### src/rtl/online_add_seq_pkg.sv
// Shared definitions for the radix-4 online addition sequencer:
// controller state encoding, digit geometry and the signed digit type.
package online_add_seq_pkg;

    // Width of one signed-digit slot and the radix it represents.
    localparam int DIGIT_W = 3;
    localparam int RADIX   = 4;

    // Controller states; the encoding is fixed and visible to other blocks.
    typedef enum logic [1:0] {
        IDLE  = 2'd0,
        FEED  = 2'd1,
        FLUSH = 2'd2,
        DONE  = 2'd3
    } state_t;

    // One signed radix-4 digit, legal values -3..3.
    typedef logic signed [DIGIT_W-1:0] digit_t;

endpackage

### src/rtl/online_add_seq_adder.sv
// Radix-4 signed-digit online adder, MSD first, online delay 1 plus an
// output register. Each digit sum p = x + y is split into a transfer
// t in {-1,0,1} and an interim w in {-2..2} with p = 4*t + w; the output
// digit for the previous position is w_prev + t, which stays in {-3..3}.
module online_adder_r4
    import online_add_seq_pkg::*;
(
    input  logic   clk,
    input  logic   reset,
    input  logic   en,
    input  digit_t x_d,
    input  digit_t y_d,
    output digit_t z_d
);

    logic signed [3:0] p;
    digit_t            t;
    digit_t            w;
    digit_t            w_prev;
    digit_t            z_next;

    // Split the digit sum into transfer and interim, then form the output digit.
    always_comb begin
        // NOTE: every signal driven here gets a value on every path, so no latch is inferred.
        t      = '0;
        p      = 4'(x_d) + 4'(y_d);
        w      = digit_t'(p);
        if (p >= 4'sd2) begin
            t = 3'sd1;
            w = digit_t'(p - 4'sd4);
        end else if (p <= -4'sd2) begin
            t = -3'sd1;
            w = digit_t'(p + 4'sd4);
        end
        z_next = w_prev + t;
    end

    // Hold the interim digit for the next position and register the output digit.
    always_ff @(posedge clk or posedge reset) begin
        // NOTE: state is updated with non-blocking assignments so every register samples pre-edge values.
        if (reset) begin
            w_prev <= '0;
            z_d    <= '0;
        end else if (en) begin
            w_prev <= w;
            z_d    <= z_next;
        end
    end

endmodule

### src/rtl/online_add_seq.sv
// Sequencer around the radix-4 online adder: latches an operand pair,
// streams it digit-serially MSD first, flushes the adder with zero digits
// and collects the N+1 result digits into a parallel word.
module online_add_seq
    import online_add_seq_pkg::*;
#(
    parameter int N     = 8,
    parameter int DELTA = 2
) (
    input  logic                       clk,
    input  logic                       reset,
    input  logic                       in_valid,
    output logic                       in_ready,
    input  logic [DIGIT_W*N-1:0]       x_in,
    input  logic [DIGIT_W*N-1:0]       y_in,
    output logic                       out_valid,
    input  logic                       out_ready,
    output logic [DIGIT_W*(N+1)-1:0]   z_out,
    output logic                       busy
);

    localparam int CNT_W = $clog2(N + DELTA + 1);

    state_t                       state;
    state_t                       state_nxt;
    logic [CNT_W-1:0]             cnt;
    logic [DIGIT_W*N-1:0]         x_reg;
    logic [DIGIT_W*N-1:0]         y_reg;
    logic [DIGIT_W*(N+1)-1:0]     z_cap;
    logic                         adder_en;
    logic                         accept;
    logic                         feed_last;
    logic                         flush_last;
    logic                         capture;
    digit_t                       x_dig;
    digit_t                       y_dig;
    digit_t                       z_dig;

    // Datapath conditions derived from state and digit counter.
    // The adder output register holds digit c-1 during FEED cycle c, and
    // digit N-1+j during FLUSH cycle j, so digits 0..N are captured exactly.
    always_comb begin
        accept     = (state == IDLE) && in_valid;
        feed_last  = (cnt == CNT_W'(N - 1));
        flush_last = (cnt == CNT_W'(DELTA - 1));
        capture    = ((state == FEED)  && (cnt != '0)) ||
                     ((state == FLUSH) && (cnt < CNT_W'(2)));
    end

    // State register.
    always_ff @(posedge clk or posedge reset) begin
        if (reset) begin
            state <= IDLE;
        end else begin
            state <= state_nxt;
        end
    end

    // Next-state logic.
    always_comb begin
        state_nxt = state;
        unique case (state)
            IDLE:    if (in_valid)   state_nxt = FEED;
            FEED:    if (feed_last)  state_nxt = FLUSH;
            FLUSH:   if (flush_last) state_nxt = DONE;
            DONE:    if (out_ready)  state_nxt = IDLE;
            default:                 state_nxt = IDLE;
        endcase
    end

    // Handshake and adder enable outputs; the adder is frozen in IDLE and DONE.
    always_comb begin
        in_ready  = (state == IDLE);
        busy      = (state == FEED) || (state == FLUSH);
        out_valid = (state == DONE);
        adder_en  = busy;
    end

    // Digit counter: counts operand digits in FEED, then flush cycles in FLUSH.
    always_ff @(posedge clk or posedge reset) begin
        if (reset) begin
            cnt <= '0;
        end else begin
            unique case (state)
                IDLE:    if (accept) cnt <= '0;
                FEED:    cnt <= feed_last  ? '0 : cnt + CNT_W'(1);
                FLUSH:   cnt <= flush_last ? '0 : cnt + CNT_W'(1);
                default: cnt <= cnt;
            endcase
        end
    end

    // Operand registers, loaded only on acceptance and untouched until the next one.
    always_ff @(posedge clk or posedge reset) begin
        if (reset) begin
            x_reg <= '0;
            y_reg <= '0;
        end else if (accept) begin
            x_reg <= x_in;
            y_reg <= y_in;
        end
    end

    // Select the current operand digit pair; zero digits outside FEED drain the adder.
    always_comb begin
        x_dig = '0;
        y_dig = '0;
        if (state == FEED) begin
            for (int i = 0; i < N; i++) begin
                if (cnt == CNT_W'(i)) begin
                    x_dig = x_reg[DIGIT_W*(N-1-i) +: DIGIT_W];
                    y_dig = y_reg[DIGIT_W*(N-1-i) +: DIGIT_W];
                end
            end
        end
    end

    online_adder_r4 u_adder (
        .clk   (clk),
        .reset (reset),
        .en    (adder_en),
        .x_d   (x_dig),
        .y_d   (y_dig),
        .z_d   (z_dig)
    );

    // Capture register: result digits shift in at the bottom, so the MSD ends on top.
    always_ff @(posedge clk or posedge reset) begin
        if (reset) begin
            z_cap <= '0;
        end else if (accept) begin
            z_cap <= '0;
        end else if (capture) begin
            z_cap <= {z_cap[DIGIT_W*N-1:0], z_dig};
        end
    end

    assign z_out = z_cap;

endmodule
### config.mk
export PLATFORM = sky130hd
export DESIGN_NAME = online_add_seq
export DESIGN_NICKNAME = d
export VERILOG_FILES = /design/src/rtl/online_add_seq_pkg.sv /design/src/rtl/online_add_seq_adder.sv /design/src/rtl/online_add_seq.sv
export SDC_FILE = /design/constraint.sdc
export NUM_CORES = 1
export LEC_CHECK = 0
export ABC_AREA = 0
export CORE_AREA = 4 4 88 110
export CTS_CLUSTER_DIAMETER = 200
export CTS_CLUSTER_SIZE = 14
export DETAILED_ROUTE_END_ITERATION = 10
export DIE_AREA = 0 0 92 114
export PLACE_DENSITY = 0.78
export SETUP_SLACK_MARGIN = 0.15
export SLEW_MARGIN = 30
export SYNTH_ARGS = -nofsm -noshare
export SYNTH_HDL_FRONTEND = slang
export SYNTH_SLANG_ARGS = --single-unit
### constraint.sdc
create_clock -name clk -period 5.3 [get_ports clk]
set_clock_uncertainty 0.2 [all_clocks]
set_input_delay 1.06 -clock clk [delete_from_list [all_inputs] [get_ports clk]]
set_output_delay 1.06 -clock clk [all_outputs]
set_load 0.005 [all_outputs]
; Word-level counts from Yosys, hierarchy flattened
; Cells that the tools add are included.
[word_totals]
out_inout_bits = 30
elab_cells = 75
inputBits = 52
regBits = 87
[classes]
mux = 33
n_eq_ne = 15
order_cmp = 3
n_addsub = 5
reduce_logical = 12
[ops]
columns = cell, n
row1 = 3-bit 2-to-1 mux, 22
row2 = 27-bit 2-to-1 mux, 2
row3 = "4-bit by 3-bit equality test with 1-bit output, second input constant", 4
row4 = 4-bit 2-to-1 mux, 3
row5 = 4-bit one-hot mux with 3 select lines, 1
row6 = "4-bit by 2-bit equality test with 1-bit output, second input constant", 2
row7 = 2-bit 2-to-1 mux, 4
row8 = 2-bit one-hot mux with 4 select lines, 1
row9 = "2-bit inequality test, second input constant", 3
row10 = 3-bit by 3-bit adder with 4-bit output, 1
row11 = "4-bit by 1-bit adder with 4-bit output, second input constant", 1
row12 = "2-bit equality test, second input constant", 2
row13 = "4-bit by 1-bit equality test with 1-bit output, second input constant", 1
row14 = "4-bit by 3-bit >= comparator with 1-bit output, second input constant", 1
row15 = "4-bit by 2-bit <= comparator with 1-bit output, second input constant", 1
row16 = 4-bit zero test, 1
row17 = "4-bit by 2-bit < comparator with 1-bit output, second input constant", 1
row18 = "2-bit by 1-bit inequality test with 1-bit output, second input constant", 2
row19 = 4-bit AND reduction, 1
row20 = 4-bit nonzero test, 1
row21 = 3-bit adder, 1
row22 = "3-bit adder, second input constant", 1
row23 = 1-bit logical AND, 3
row24 = 3-bit nonzero test, 1
row25 = other kinds (6), 7

; Logic depth before layout (Yosys ltp)
; Gate-level depths: netlist of the first run.
[logic_depth]
word_depth = 15
ltp_mapped = 17
mapped_depth_nobuf = 16

; Modules after synthesis
; Synthesis of the first run repeated with hierarchy kept, for this count alone.
[hier_totals]
hier_cells = 404
hier_area_um2 = 4401.7
[by_module_without_submodules]
columns = module, cells_each, n_inst, seq_area_each_um2, area_per_inst_um2
row1 = online_add_seq, 365, 1, 2026.9, 3980.1
row2 = online_adder_r4, 39, 1, 150.1, 421.7

; Worst setup path before layout of the first run
; No wires, ideal clock.
[synth_timing]
path_kind = flip-flop to flip-flop
start = register cnt[0]
end = register u_adder.z_d[2]
path_slack_ns = 1.086
path_buffers = 2
setup_time_ns = 0.120
required_ns = 4.980
path_stages_with_launch = 17
arrival_time_ns = 3.894
period_less_slack_ns = 4.214
path_cell_list = dfrtp_1 inv_1 ha_1 clkbuf_1 clkbuf_1 a221oi_1 o22ai_1 a21oi_1 ha_1 fa_1 xnor2_1 a31oi_1 ha_1 fa_1 xnor2_1 or3_1 a31o_2
[synth_via]
elab_chain_cells = 15
elab_cells_between_ends = 32
cone_classes = add/sub: 2 / order compare: 2 / eq/ne: 7 / mux: 20 / reduce/logical: 1
[synth_rtl]
columns = element, line
row1 = start: declaration, online_add_seq.sv:26  ; logic [CNT_W-1:0] cnt;
row2 = start signal: assignment, online_add_seq.sv:86  ; FEED: cnt <= feed_last ? '0 : cnt + CNT_W'(1);
row3 = start signal: assignment, online_add_seq.sv:87  ; FLUSH: cnt <= flush_last ? '0 : cnt + CNT_W'(1);
row4 = start signal: assignment, online_add_seq.sv:88  ; default: cnt <= cnt;
row5 = 4-bit zero test, online_add_seq.sv:110  ; if (cnt == CNT_W'(i)) begin
row6 = 3-bit 2-to-1 mux (8 in series), online_add_seq.sv:110
row7 = 3-bit 2-to-1 mux, online_add_seq.sv:108  ; if (state == FEED) begin
row8 = 3-bit by 3-bit adder with 4-bit output *, online_add_seq_adder.sv:26  ; p = 4'(x_d) + 4'(y_d);
row9 = 4-bit by 2-bit <= comparator with 1-bit output, online_add_seq_adder.sv:31  ; end else if (p <= -4'sd2) begin
row10 = 3-bit 2-to-1 mux, online_add_seq_adder.sv:31
row11 = 3-bit 2-to-1 mux *, online_add_seq_adder.sv:28  ; if (p >= 4'sd2) begin
row12 = 3-bit adder *, online_add_seq_adder.sv:35  ; z_next = w_prev + t;
row13 = end signal: assignment, online_add_seq_adder.sv:46  ; z_d <= z_next;
row14 = end: declaration, online_add_seq_adder.sv:13  ; output digit_t z_d
; Every way passes the cells marked *; elsewhere a longest branch is shown, timed or not.
; A chain may end at the register's enable or synchronous reset.

; Worst setup path in the final report of the first run
[layout_timing]
start = register cnt[1]
end = register u_adder.z_d[2]
; The elaborated chain is that of the path after synthesis.

==> impl_metrics.csv, run 1 <==
group,metric,value,unit
run_status,status,"completed",
final_layout,final_common_cell,"dfrtp_1",
setup_path,crit_slowest_cell,"ha_1",
setup_path,cp_top_family,"adder cells",
synthesis,synth-seq-cells,87,
place,post-dp-hpwl,6.91,mm
timing,finalCriticalPeriod,4.82,ns
detailed_routing,ant_nets,0,
power,vdd_drop_max,0.262,mV
synthesis,synth_top_area_frac,0.497,
power,power-per-cell-area,554,nW/um2
timing,slew_headroom,0.464,
synthesis,ys_warn_count,0,
setup_path,worstSetupPathType,"reg2reg",
flow_run,drv_cap,0,
clock_tree,h-tree-depth,3,
clock_tree,cts_resized,0,
global_route,grt_max_degree,63,
min_path,min_path_type,"reg2reg",
final_layout,largest_reg_flops,27,
detailed_routing,wl,9.33,mm
detailed_routing,drcViolationCount,0,
place,io_buffers,81,
synthesis,synthCells,424,
final_layout,final_nets,559,
global_route,grt_pass1_wl,15.5,mm
setup_path,r2r_cells,14,
detailed_routing,drt_iter0_drc,182,
synthesis,ys_seq_area_frac,0.497,
clock_tree,clkLatencyLatePin,0.35,ns
clock_tree,cts.sinks,87,
synthesis,netlist_area,4380,um2
timing,finalSetupViolCount,0,
place,gp_congestion,0.897,
clock_tree,cts_tree,"done",
final_layout,diodes,0,
place,dpl_cell_area,5250,um2
clock_tree,ctsRootBufferMaster,"clkbuf_8",
global_route,grt_pass1_vias,3290,
global_route,antenna_found_initial,0,
setup_path,cp_cell_sequence,"inv_1 > ha_1 > nor2b_1 > a221o_1 > a211oi_1 > nor2_1 > fa_1 > xnor2_1 > a31oi_1 > ha_1 > fa_1 > xnor2_1 > or3_1 > a31o_2",
clock_tree,clockBufferDepth,2,
timing,clock.fmax,0.208,GHz
clock_tree,numCtsBuffers,9,
setup_path,reg2reg_setup_slack,0.48,ns
synthesis,synth-edff-count,0,
setup_path,cp.arrival,4.86,ns
floorplanning,chipWidth,92,um
global_route,grt.total_usage,0.185,
setup_path,r2r-end,"u_adder.z_d[2]$_DFFE_PP0P_",
clock_tree,cts_setup_buffers,0,
final_layout,layout_common_cells,"dfrtp_1, clkdlybuf4s50_1, nand2_1",
min_path,holdPathStages,2,
synthesis,synthFlopType,"dfrtp_1",
detailed_routing,avgViaCountPerCell,5.36,
synthesis,synth_cell_type_count,44,
final_layout,utilization,0.628,
timing,hold_viol,0,
timing,finalSetupTns,0,ns
clock_tree,cts.reportedPaths.clkPinSlew,0.08,ns
floorplanning,core_area,8650,um2
setup_path,r2r-start,"cnt[1]$_DFFE_PP0P_",
setup_path,cp.required,5.34,ns
setup_path,critPathBufInv,1,
timing,fin_crit_sh,0.909,
floorplanning,die_h,114,um
synthesis,async_reset_ff_frac,1.00,
synthesis,synth_top_area_cell,"dfrtp_1",
detailed_routing,drt_pre_antenna_iters,4,
synthesis,synth_area_per_cell,10.3,um2
synthesis,synth_area_leaders,"dfrtp_1, mux2_2, nand2_1",
timing,tightest_slew,0.805,ns
setup_path,max_stage_delay,0.69,ns
global_route,grt_overflow_total,0,
detailed_routing,vias,3307,
floorplanning,start_util,0.506,
floorplanning,row_count,38,
setup_path,end_kind,"register",
clock_tree,ctsHoldBuffers,0,
min_path,hold_start,"z_out[24]$_DFFE_PP0P_",
setup_path,critPathMaxFanout,25,
detailed_routing,wl_per_cell,15.1,um
timing,rsz0062_at_grt,"no",
final_layout,drive_gt1_frac,0.161,
final_layout,syn_to_final_growth,24.1,%
timing,slew_viol_final,0,
synthesis,synth_nets,490,
floorplanning,die-area,10500,um2
setup_path,start_kind,"register",
power,p_leak,2.33,nW
power,p_total,3.01,mW
final_layout,design_area,5440,um2
min_path,hold_path_end,"z_out[24]$_DFFE_PP0P_",
floorplanning,io_pins,82,
## layout make-up
class / instances / area (um2)
fillers: 728 / 3220
flip-flops and latches: 87 / 2180
multi-input cells: 286 / 1980
repair buffers: 86 / 848
well taps: 120 / 150
clock buffers: 12 / 145
inverters: 23 / 91.3
clock inverters: 3 / 43.8
## report_power, final
part	leakage, nW	internal [mW]	switching, mW
logic	1.15	0.723	0.692
clock network	0.0964	0.229	0.221
registers	1.09	0.959	0.188
total	2.33	1.91	1.10
## synthesized netlist by cell type (2+ instances only)
library cell / n
fa_1: 2
a21oi_1: 37
clkbuf_1: 18
ha_1: 12
or3b_2: 2
clkbuf_2: 2
mux2i_1: 2
dfrtp_1: 87
buf_6: 4
nor3b_1: 6
buf_2: 4
o311ai_0: 3
a22o_1: 2
a221o_1: 3
nor2b_1: 9
nand3b_1: 10
mux2_2: 52
a221oi_1: 3
nand2_1: 71
nor3_1: 2
inv_1: 23
a211oi_1: 3
o21ai_0: 30
xnor2_1: 2
o21ai_1: 5
nor2_1: 10
o22ai_1: 3
## routing by layer
layer,track usage,share of wire
met1,0.235,0.43
met2,0.297,0.48
met3,0.0501,0.062
met4,0.0803,0.030
met5,0,0
## stage by stage
step | hold slack (ns) | worst slack (ns) | std cells
floorplan | 0.271 | 1.09 | 424
global placement | 0.264 | 0.816 | 602
detailed placement | 0.284 | 0.537 | 602
CTS | 0.302 | 0.531 | 617
global route | 0.323 | 0.178 | 617
finish | 0.297 | 0.485 | 617
## worst reg2reg max path: stages (launching register included)
cell and delay (ns):
dfrtp_1 0.44, inv_1 0.11, ha_1 0.69, nor2b_1 0.20, a221o_1 0.36, a211oi_1 0.22
nor2_1 0.12, fa_1 0.42, xnor2_1 0.37, a31oi_1 0.16, ha_1 0.23, fa_1 0.44
xnor2_1 0.15, or3_1 0.37, a31o_2 0.24
## worst max-delay path by stage
stage / from / endpoint / slack (ns) / cells after the start
finish: cnt[1]$_DFFE_PP0P_ / u_adder.z_d[2]$_DFFE_PP0P_ / 0.48 / 14
global route: cnt[1]$_DFFE_PP0P_ / u_adder.z_d[2]$_DFFE_PP0P_ / 0.18 / 15
CTS: cnt[1]$_DFFE_PP0P_ / u_adder.z_d[2]$_DFFE_PP0P_ / 0.53 / 14
detailed placement: cnt[1]$_DFFE_PP0P_ / u_adder.z_d[2]$_DFFE_PP0P_ / 0.54 / 14
global placement: cnt[1]$_DFFE_PP0P_ / u_adder.z_d[2]$_DFFE_PP0P_ / 0.82 / 16
floorplan: cnt[0]$_DFFE_PP0P_ / u_adder.z_d[2]$_DFFE_PP0P_ / 1.09 / 16
## cells by family after synthesis
kind of cell / count (synthesis) / share of synthesized area
multiplexers: 54 / 0.138
adder cells (fa/ha/maj): 14 / 0.0434
AO/OA/AOI/OAI: 96 / 0.132
XOR/XNOR: 2 / 0.00400
buffers and inverters: 51 / 0.0523
AND/OR/NAND/NOR: 120 / 0.133
flip-flops: 87 / 0.497
Power figures use the tool's default switching activity.
==> inputs of run 2 (changes only) <==
--- a/config.mk
+++ b/config.mk
@@ -8,7 +8,6 @@
 export ABC_AREA = 0
 export CORE_AREA = 4 4 88 110
 export CTS_CLUSTER_DIAMETER = 200
-export CTS_CLUSTER_SIZE = 14
 export DETAILED_ROUTE_END_ITERATION = 10
 export DIE_AREA = 0 0 92 114
 export PLACE_DENSITY = 0.78
==> results of run 2 <==
The final DEF is identical to that of run 1; final timing and power are the same.
==> inputs of run 3 (changes only) <==
--- a/config.mk
+++ b/config.mk
@@ -6,7 +6,9 @@
 export NUM_CORES = 1
 export LEC_CHECK = 0
 export ABC_AREA = 0
+export ABC_CLOCK_PERIOD_IN_PS = 5300
 export CORE_AREA = 4 4 88 110
+export CTS_BUF_LIST = sky130_fd_sc_hd__clkbuf_16
 export CTS_CLUSTER_DIAMETER = 200
 export DETAILED_ROUTE_END_ITERATION = 10
 export DIE_AREA = 0 0 92 114
==> run 3 against run 2 <==
Critical path depth is 1 higher. Combinational power hardly changed. Worst setup slack better by 0.028 ns. Final area is 1.7% higher. Sequential power hardly changed. Clock power is 34% higher. Power is 5.2% higher. Non-clock buffer count stayed put.
==> impl_metrics.csv, run 3 (same netlist as run 1, synthesis figures left out) <==
group,metric,value,unit
run_status,status,"completed",
clock_tree,h-tree-depth,3,
final_layout,drive_gt1_frac,0.159,
power,p_total,3.17,mW
clock_tree,cts.sinks,87,
clock_tree,numCtsBuffers,9,
timing,tightest_slew,0.791,ns
power,power-per-cell-area,573,nW/um2
final_layout,num-fill-cells,725,
clock_tree,cts_resized,0,
floorplanning,die_h,114,um
floorplanning,row_count,38,
setup_path,cp_cell_sequence,"inv_1 > ha_1 > nor2b_1 > a221o_1 > a211oi_1 > nor2_1 > fa_1 > nand2_1 > nor3_1 > a31oi_1 > ha_1 > fa_1 > xnor2_1 > or3_1 > a31o_2",
timing,finalSetupViolCount,0,
global_route,antenna_found_initial,0,
floorplanning,core_area,8650,um2
clock_tree,clkLatencyLatePin,0.34,ns
final_layout,syn_to_final_growth,26.2,%
floorplanning,io_pins,82,
floorplanning,die-area,10500,um2
detailed_routing,ant_nets,0,
setup_path,cp.arrival,4.82,ns
timing,slew_viol_final,0,
detailed_routing,wl_per_cell,15.3,um
global_route,grt_max_degree,63,
clock_tree,cts_tree,"done",
power,p_leak,2.38,nW
timing,hold_viol,0,
setup_path,end_kind,"register",
clock_tree,ctsHoldBuffers,0,
final_layout,largest_reg_flops,27,
clock_tree,ctsRootBufferMaster,"clkbuf_16",
clock_tree,clockBufferDepth,2,
detailed_routing,drt_pre_antenna_iters,4,
detailed_routing,drcViolationCount,0,
clock_tree,cts_setup_buffers,0,
final_layout,diodes,0,
setup_path,critPathMaxFanout,25,
min_path,min_path_type,"reg2reg",
final_layout,final_common_cell,"dfrtp_1",
timing,slew_headroom,0.473,
global_route,grt_pass1_vias,3300,
global_route,grt_pass1_wl,15.7,mm
timing,clock.fmax,0.209,GHz
timing,rsz0062_at_grt,"no",
setup_path,cp.required,5.33,ns
place,gp_congestion,0.897,
detailed_routing,vias,3302,
place,post-dp-hpwl,6.91,mm
floorplanning,start_util,0.506,
setup_path,worstSetupPathType,"reg2reg",
final_layout,layout_common_cells,"dfrtp_1, clkdlybuf4s50_1, nand2_1",
final_layout,final_nets,559,
setup_path,start_kind,"register",
global_route,grt_overflow_total,0,
timing,fin_crit_sh,0.903,
clock_tree,cts.reportedPaths.clkPinSlew,0.06,ns
global_route,grt.total_usage,0.190,
detailed_routing,wl,9.43,mm
flow_run,drv_cap,0,
setup_path,max_stage_delay,0.67,ns
timing,finalCriticalPeriod,4.79,ns
detailed_routing,drt_iter0_drc,185,
setup_path,crit_slowest_cell,"ha_1",
place,io_buffers,81,
detailed_routing,avgViaCountPerCell,5.35,
timing,finalSetupTns,0,ns
power,vdd_drop_max,0.283,mV
floorplanning,chipWidth,92,um
-- run 3: through the flow --
stage	setup WS [ns]	hold WS, ns	utilization	instances	cell area [um2]
2_1_floorplan	1.09	0.271	-	424	4380
3_3_place_gp	0.816	0.264	0.606	602	5240
3_5_place_dp	0.537	0.284	0.607	602	5250
4_1_cts	0.527	0.297	0.639	617	5530
5_1_grt	0.178	0.317	0.639	617	5530
6_report	0.513	0.290	0.639	617	5530
-- run 3: worst paths after layout --
check / from / end / slack [ns] / cells past startpoint
min in group asynchronous: reset / z_out[13]$_DFFE_PP0P_ / 0.93 / 2
min: z_out[24]$_DFFE_PP0P_ / z_out[24]$_DFFE_PP0P_ / 0.29 / 2
min reg2reg: z_out[24]$_DFFE_PP0P_ / z_out[24]$_DFFE_PP0P_ / 0.29 / 2
max in group asynchronous: reset / x_reg[22]$_DFFE_PP0P_ / 3.21 / 3
max: cnt[1]$_DFFE_PP0P_ / u_adder.z_d[2]$_DFFE_PP0P_ / 0.51 / 15
max reg2reg: cnt[1]$_DFFE_PP0P_ / u_adder.z_d[2]$_DFFE_PP0P_ / 0.51 / 15
-- run 3: critical path, delay by kind of cell, from the launching register on --
kind	cells	cell delay, ns
xor gates and xnor gates	1	0.15
buffers and inverters	1	0.11
adders and majority gates	4	1.95
AOI/OAI and AO/OA	4	0.88
DFF	1	0.44
and+or+nand+nor	5	0.93
-- run 3: area by class of cell --
class / count / area (um2) / share of cell area
Sequential cell: 87 / 2180 / 0.394
Multi-Input combinational cell: 286 / 1980 / 0.358
Timing Repair Buffer: 86 / 848 / 0.153
Clock buffer: 9 / 225 / 0.0407
Tap cell: 120 / 150 / 0.0272
Inverter: 23 / 91.3 / 0.0165
Clock inverter: 6 / 55.1 / 0.00996
-- run 3: power by group --
| part | leakage, nW | total, mW | internal (mW) | switching (mW) |
|---|---|---|---|---|
| logic | 1.15 | 1.42 | 0.723 | 0.693 |
| registers | 1.09 | 1.15 | 0.961 | 0.188 |
| clock network | 0.145 | 0.603 | 0.357 | 0.246 |
-- run 3: layer usage --
metal  up-vias  wire length [um]  share of wire  track usage
met5         -                 0              0            0
met4         0               316          0.034        0.104
met3        26               569          0.060       0.0501
met2       106              4600           0.49        0.299
met1      1567              3940           0.42        0.238
li1       1603                 -              -            -
